<file path="config.mk">
export PLATFORM = sky130hd
export DESIGN_NAME = uart_tx_arbiter
export DESIGN_NICKNAME = d
export VERILOG_FILES = /design/src/rtl/uart_tx_arbiter.sv
export SDC_FILE = /design/constraint.sdc
export NUM_CORES = 1
export LEC_CHECK = 0
export CAP_MARGIN = 10
export CORE_MARGIN = 2
export CORE_UTILIZATION = 39
export CTS_CLUSTER_SIZE = 40
export DETAILED_ROUTE_END_ITERATION = 10
export PLACE_DENSITY = 0.83
export SYNTH_ARGS = -nofsm -noshare
export SYNTH_HDL_FRONTEND = slang
export SYNTH_SLANG_ARGS = --single-unit
</file>
<file path="constraint.sdc">
create_clock -name clk -period 2.02 [get_ports clk]
set_input_delay 0.303 -clock clk [delete_from_list [all_inputs] [get_ports clk]]
set_output_delay 0.303 -clock clk [all_outputs]
set_load 0.05 [all_outputs]
</file>
<file path="src/rtl/uart_tx_arbiter.sv">
// uart_tx_arbiter: round-robin arbiter that gives one of NUM_REQ requesters
// exclusive access to a 9-bit UART transmitter for a whole packet. A grant
// is held until the packet's last beat is accepted (or the owner stalls for
// TIMEOUT cycles), then the block waits for the UART to report idle before
// arbitrating again.
module uart_tx_arbiter #(
  parameter int NUM_REQ = 4,
  parameter int TIMEOUT = 255
) (
  input  logic                   clk,
  input  logic                   reset_n,
  input  logic [NUM_REQ-1:0]     req_valid,
  input  logic [NUM_REQ*9-1:0]   req_data,
  input  logic [NUM_REQ-1:0]     req_last,
  output logic [NUM_REQ-1:0]     req_ready,
  output logic                   tx_valid,
  output logic [8:0]             tx_data,
  input  logic                   tx_ready,
  input  logic                   tx_idle,
  output logic [2:0]             grant_id,
  output logic                   busy,
  output logic                   timeout_err
);

  typedef enum logic [1:0] {
    ST_IDLE  = 2'd0,
    ST_SEND  = 2'd1,
    ST_DRAIN = 2'd2
  } state_t;

  localparam logic [2:0] LAST_RESET = 3'(NUM_REQ - 1);
  localparam logic [7:0] TIMEOUT_C  = 8'(TIMEOUT);

  state_t     state_q, state_d;
  logic [2:0] grant_q, grant_d;
  logic [2:0] last_grant_q, last_grant_d;
  logic [7:0] idle_cnt_q, idle_cnt_d;
  logic       timeout_err_q, timeout_err_d;

  // Requester signals padded to the full 3-bit grant range so that indexing
  // by grant_q never goes out of bounds for any NUM_REQ.
  logic [7:0] valid_ext;
  logic [7:0] last_ext;
  logic [8:0] slot_data [8];
  logic [7:0] ready_ext;

  genvar gi;
  generate
    for (gi = 0; gi < 8; gi++) begin : g_slot
      if (gi < NUM_REQ) begin : g_used
        assign valid_ext[gi] = req_valid[gi];
        assign last_ext[gi]  = req_last[gi];
        assign slot_data[gi] = req_data[9*gi +: 9];
      end else begin : g_pad
        assign valid_ext[gi] = 1'b0;
        assign last_ext[gi]  = 1'b0;
        assign slot_data[gi] = 9'd0;
      end
    end
  endgenerate

  logic       any_valid;
  logic [2:0] winner;
  logic       sel_valid;
  logic       sel_last;
  logic       accept;

  assign any_valid = |req_valid;
  assign sel_valid = valid_ext[grant_q];
  assign sel_last  = last_ext[grant_q];
  assign accept    = (state_q == ST_SEND) && sel_valid && tx_ready;

  // Round-robin pick: scan from last_grant+1 upward (wrapping); scanning the
  // offsets from farthest to nearest lets the nearest valid requester win.
  always_comb begin
    int idx;
    idx    = 0;
    winner = last_grant_q;
    for (int k = NUM_REQ; k >= 1; k--) begin
      idx = int'(last_grant_q) + k;
      if (idx >= NUM_REQ) begin
        idx = idx - NUM_REQ;
      end
      if (valid_ext[idx[2:0]]) begin
        winner = idx[2:0];
      end
    end
  end

  // State register.
  always_ff @(posedge clk or negedge reset_n) begin
    if (!reset_n) begin
      state_q <= ST_IDLE;
    end else begin
      state_q <= state_d;
    end
  end

  // Grant, round-robin pointer, idle counter and timeout pulse registers.
  always_ff @(posedge clk or negedge reset_n) begin
    if (!reset_n) begin
      grant_q       <= 3'd0;
      last_grant_q  <= LAST_RESET;
      idle_cnt_q    <= 8'd0;
      timeout_err_q <= 1'b0;
    end else begin
      grant_q       <= grant_d;
      last_grant_q  <= last_grant_d;
      idle_cnt_q    <= idle_cnt_d;
      timeout_err_q <= timeout_err_d;
    end
  end

  // Next-state and datapath-update logic.
  always_comb begin
    state_d       = state_q;
    grant_d       = grant_q;
    last_grant_d  = last_grant_q;
    idle_cnt_d    = idle_cnt_q;
    timeout_err_d = 1'b0;
    case (state_q)
      ST_IDLE: begin
        if (any_valid) begin
          grant_d    = winner;
          idle_cnt_d = 8'd0;
          state_d    = ST_SEND;
        end
      end
      ST_SEND: begin
        if (accept) begin
          idle_cnt_d = 8'd0;
          if (sel_last) begin
            last_grant_d = grant_q;
            state_d      = ST_DRAIN;
          end
        end else if (!sel_valid) begin
          // Only cycles where the owner offers nothing count; a stalled UART
          // with valid data waiting never revokes the grant.
          if (idle_cnt_q >= TIMEOUT_C - 8'd1) begin
            idle_cnt_d    = TIMEOUT_C;
            timeout_err_d = 1'b1;
            last_grant_d  = grant_q;
            state_d       = ST_DRAIN;
          end else begin
            idle_cnt_d = idle_cnt_q + 8'd1;
          end
        end
      end
      ST_DRAIN: begin
        if (tx_idle) begin
          state_d = ST_IDLE;
        end
      end
      default: begin
        state_d = ST_IDLE;
      end
    endcase
  end

  // Outputs: only the owner is connected to the UART, and only while sending.
  always_comb begin
    tx_valid  = 1'b0;
    tx_data   = 9'd0;
    ready_ext = 8'd0;
    if (state_q == ST_SEND) begin
      tx_valid           = sel_valid;
      tx_data            = slot_data[grant_q];
      ready_ext[grant_q] = tx_ready;
    end
  end

  assign req_ready   = ready_ext[NUM_REQ-1:0];
  assign busy        = (state_q != ST_IDLE);
  assign grant_id    = grant_q;
  assign timeout_err = timeout_err_q;

endmodule

</file>
Yosys cells after proc, flatten, opt, wreduce, memory -nomap -nowiden

Index checks and enable logic that the tools add are counted.

Add/subtract/negate cells: 9
Multipliers: 0
Divide/modulo/power cells: 0
Order comparisons: 12
Eq/ne operators: 9
Shift-type cells: 0
Muxes and demuxes: 48
Bitwise operators: 2
Reduce and logical (&&, ||, !) cells: 12

Operators with widths:

| cell                  | count |
|---|---|
| $mux W3               | 12 |
| $mux W8               | 4 |
| $bmux W9 S3           | 1 |
| $mux W9               | 3 |
| $lt A3 B4 Y1 const B  | 5 |
| $bmux W1 S3           | 6 |
| $ge A4 B3 Y1 const B  | 4 |
| $pmux W8 S2           | 1 |
| $mux W1               | 12 |
| $mux W2               | 6 |
| $sub A3 B3 Y3 const B | 4 |
| $ne A3 B3 Y1 const B  | 3 |
| $add A3 B2 Y4 const B | 2 |
| $add A8 B1 Y8 const B | 1 |
| $ge A8 B8 Y1 const B  | 1 |
| $ne A2 B2 Y1 const B  | 3 |
| $pmux W2 S3           | 1 |
| $reduce_bool A2 Y1    | 3 |
| $reduce_and A5 Y1     | 1 |
| $add A3 B1 Y4 const B | 1 |
| $add A3 B3 Y4 const B | 1 |
| $and A4 B4 Y4         | 1 |
| $ge A4 B4 Y1 const B  | 1 |
| $mux W4               | 1 |
| other kinds (12)      | 14 |

Register bits after elaboration: 17
Bits in latches: 0
Memory bits (writable): 0
Memory bits (read-only): 0
Bits of input ports: 48
Output and inout bits: 19
Word-level logic and storage cells: 97
Memories kept: 0

Depth between registers and ports, before layout

Gate-level depths: netlist (run 1).

Depth in word-level cells: 9
Depth in mapped cells: 8
Mapped depth without buffers: 7

Worst setup path before layout (run 1)

OpenSTA, ideal clock, no wires.

Path kind: register -> output
From: register grant_q[0], in the netlist grant_id[0]
To: output tx_data[7]
Data arrival time: 2.242 ns
Data required time: 1.717 ns
Setup slack: -0.525 ns
Cell stages (with the launch flop): 4
Buffers on the path: 1
Path through: dfrtp_1 buf_6 mux4_2 nor3b_1

Word-level cells in the longest chain between the ends: 5

Ends and longest elaborated chain:

| item                                       | line | source |
|---|---|---|
| from (decl)                                | 35   | `logic [2:0] grant_q, grant_d;` |
| from (signal assigned)                     | 107  | `grant_q <= grant_d;` |
| $not A3 Y4 (implied by the code)           | 167  | `tx_data = slot_data[grant_q];` |
| $bmux W9 S3                                | 167  |  |
| $mux W9 (implied by the code) (2 in a row) | 167  |  |
| $mux W9                                    | 165  | `if (state_q == ST_SEND) begin` |
| to (decl)                                  | 17   | `output logic [8:0] tx_data,` |

Every way passes these cells. The select of a mux whose other input is x is not followed.

Worst setup path after layout (run 1)

From: input req_valid[0]
To: output tx_valid

Word-level cells in the longest chain between the ends: 3

Ends and longest elaborated chain:

| item                          | line | source |
|---|---|---|
| from (decl)                   | 12   | `input logic [NUM_REQ-1:0] req_valid,` |
| $bmux W1 S3                   | 69   | `assign sel_valid = valid_ext[grant_q];` |
| $mux W1 (implied by the code) | 69   |  |
| $mux W1                       | 165  |  |
| to (decl)                     | 16   | `output logic tx_valid,` |

Every way passes these cells. The select of a mux whose other input is x is not followed.

==> impl_metrics.py, run 1 <==
metrics = {
    "clock_network": {
        "hold_buffers": 0,
        "clkSinkCount": 17,
        "htree_levels": 1,
        "clock-root-buffer": "clkbuf_8",
        "cts_inserted_buffers": 3,
        "cts_tree": "yes",
        "clk_latency_ps": 260,
        "clkTransAtPathRegs_ps": 70,
        "clk_path_buf_depth": 2,
    },
    "flow_run": {
        "maxCapViolCount": 0,
    },
    "route": {
        "first_iter_violations": 90,
        "dr_wl_met2_mm": 2.492,
        "met3_length_um": 158,
        "remaining_drc_errors": 0,
        "avgViaCountPerCell": 5.388,
        "routed_wl_mm": 4.781,
        "routedWlPerCell_um": 15.57,
        "ant_nets": 0,
        "drt-met1-wl_mm": 2.058,
        "top_layer": "met4",
        "num_vias": 1654,
        "drt_pass1_iterations": 4,
    },
    "critical_path": {
        "rr_worst_depth": 7,
        "r2r_slack_ps": 80,
        "required_ps": 1720,
        "critPathKind": "input pin to primary output",
        "crit_path_start_kind": "input pin",
        "cp_data_arrival_time_ps": 1650,
        "rr_endpoint": "grant_id[0]",
        "cp_max_fo": 7,
        "worstSetupEndpointType": "primary output",
        "reg2reg_from": "last_grant_q[1]",
    },
    "logic_synthesis": {
        "syn_area_per_cell_um2": 8.922,
        "syn_nets": 228,
        "synth-edff-count": 0,
        "syn_area_um2": 1570,
        "synth_cell_type_count": 48,
        "netlist_instances": 176,
        "yosysSeqAreaShare_pct": 27.25,
        "ys_ff_latch": 17,
        "synthFlopType": "dfrtp_1",
        "synth_warnings": 0,
        "async_reset_ff_share_pct": 100.0,
    },
    "grt": {
        "grt_pass1_wl_mm": 7.017,
        "grt_overflow": 0,
        "grt_max_degree": 18,
        "grtUsageTotal_pct": 20.77,
        "grt_pass1_vias": 1466,
        "antenna_found_initial": 0,
    },
    "power_and_ir_drop": {
        "p_leak_nw": 1.124,
        "power_density_nw_per_um2": 1786,
        "ir_worst_vdd_mv": 1.245,
        "finalPower_mw": 4.801,
    },
    "place": {
        "port_buffers": 66,
        "place_ws_ps": -25.52,
        "gp_congestion": 0.8672,
        "dp_hpwl_mm": 3.783,
    },
    "outcome": {
        "status": "completed",
    },
    "timing": {
        "max_slew_margin_pct": 66.32,
        "fin_setup_tns_ps": 0,
        "fin_crit_ps": 1956,
        "clock.fmax_ghz": 0.5112,
        "setup_viol": 0,
        "hold_viol": 0,
        "worst_pin_slew_ps": 507.2,
        "final.setup.worst_slack_ps": 63.73,
        "clock_skew_ps": 7.526,
        "drv_slew": 0,
        "finalCritPeriodShare_pct": 96.85,
    },
    "floorplanning": {
        "ios": 67,
        "core_area_um2": 3943,
        "rows": 23,
        "die_x_um": 67.46,
        "die_area_um2": 4550,
        "start_util_pct": 39.83,
        "die_height_um": 67.46,
    },
    "layout": {
        "multi_input_area_um2": 1187,
        "drive_gt1_share_pct": 29.18,
        "diodes": 0,
        "fillers": 288,
        "seqCellArea_um2": 431.7,
        "fin_nets": 310,
        "area_growth_pct": 71.24,
    },
    "min_path": {
        "hold_class": "input pin to async pin",
    },
}
[sequential cells by signal (all words and copies together), names as in the netlist]
signal / cells
idle_cnt_q: 8
last_grant_q: 3
timeout_err: 1
state_q: 2
grant_id: 3
[Yosys cell counts (6+ instances only)]
cell / number / area, um^2
dfrtp_1: 15 / 375.4
nand2_1: 14 / 52.55
inv_1: 7 / 26.28
nand3_1: 6 / 30.03
nor2_1: 16 / 60.06
o21ai_0: 17 / 85.08
o22a_1: 8 / 70.07
a21oi_1: 7 / 35.03
mux2i_1: 20 / 200.2
[critical path, cell delays in order]
cell	delay, ps
clkdlybuf4s50_1	570
mux2i_1	140
o22a_2	300
nor2_4	180
buf_12	160
[placed cells by master, fill, tap and decap left out, drive strengths merged, types with 2 or more instances in the layout]
cell	netlist	routed
a21oi	7	7
a22o	4	4
and3	3	3
buf	3	35
clkbuf	4	3
clkdlybuf4s50	0	48
dfrtp	15	15
dfstp	2	2
ha	4	4
inv	7	7
mux2	4	4
mux2i	20	20
mux4	4	4
nand2	15	15
nand2b	4	4
nand3	6	6
nor2	18	18
nor2b	3	3
nor3	3	3
o21ai	17	17
o22a	9	9
o22ai	3	3
or2	3	3
[how the worst max path moves through the flow]
stage / from / end / cells after the start
3_5_place_dp: req_valid[0] / idle_cnt_q[7] / 7
5_1_grt: grant_id[2] / tx_data[4] / 5
6_report: req_valid[0] / tx_valid / 5
2_1_floorplan: grant_id[2] / req_ready[0] / 3
3_3_place_gp: req_last[3] / last_grant_q[1] / 5
4_1_cts: grant_id[2] / tx_data[4] / 5
[layout make-up]
class | count | share of cell area (%)
clock inverter | 1 | 0.1861
sequential | 17 | 16.05
timing repair buffer | 84 | 34.76
inverter | 7 | 0.9772
tap | 50 | 2.327
multi-input combinational | 145 | 44.16
clock buffer | 3 | 1.536
[report_power, final]
part,internal [mW],leakage [nW],switching [mW],total [mW]
registers,0.462,0.214,0.123,0.585
clock network,0.137,0.0255,0.118,0.255
logic,1.79,0.885,2.17,3.96
[logic make-up (layout without fill, tap and decap cells)]
logic type	after synthesis	in the layout	synth area share [%]
compound gates	52	52	24.46
xor+xnor	1	1	0.5579
fa+ha+maj	4	4	3.187
buf+inv	14	95	4.143
flops	17	17	27.25
mux	28	28	21.35
simple gates	60	60	19.05
[routing by layer]
| metal | up-vias | track usage (%) |
|---|---|---|
| met2 | 33 | 36.14 |
| met4 | 0 | 4.592 |
| met3 | 6 | 3.000 |
| li1 | 832 | - |
| met1 | 783 | 27.22 |
| met5 | - | 0 |
[per-stage QoR]
stage / util (%) / std cells / hold slack [ps] / cell area [um^2]
after global routing: 68.20 / 307 / 393.8 / 2689
final: 68.20 / 307 / 364.1 / 2689
after detailed placement: 65.85 / 298 / 531.3 / 2596
after CTS: 67.34 / 303 / 368.3 / 2655
after floorplan: - / 176 / 7.409 / 1685
after global placement: 65.85 / 298 / 534.8 / 2596
[timing repair]
action,4_1_cts,5_1_grt
pin swaps,0,3
gates resized for setup,4,3
setup buffers,1,4
setup endpoints to repair,9,9
Note: power is estimated with default switching activity, not from simulation.
==> run 2: changes to the inputs <==
--- a/config.mk
+++ b/config.mk
@@ -10,6 +10,7 @@
 export CORE_UTILIZATION = 39
 export CTS_CLUSTER_SIZE = 40
 export DETAILED_ROUTE_END_ITERATION = 10
+export HOLD_SLACK_MARGIN = 0.08
 export PLACE_DENSITY = 0.83
 export SYNTH_ARGS = -nofsm -noshare
 export SYNTH_HDL_FRONTEND = slang
==> results of run 2 <==
Same layout as run 1: the final DEF is identical, and so are final timing and power.
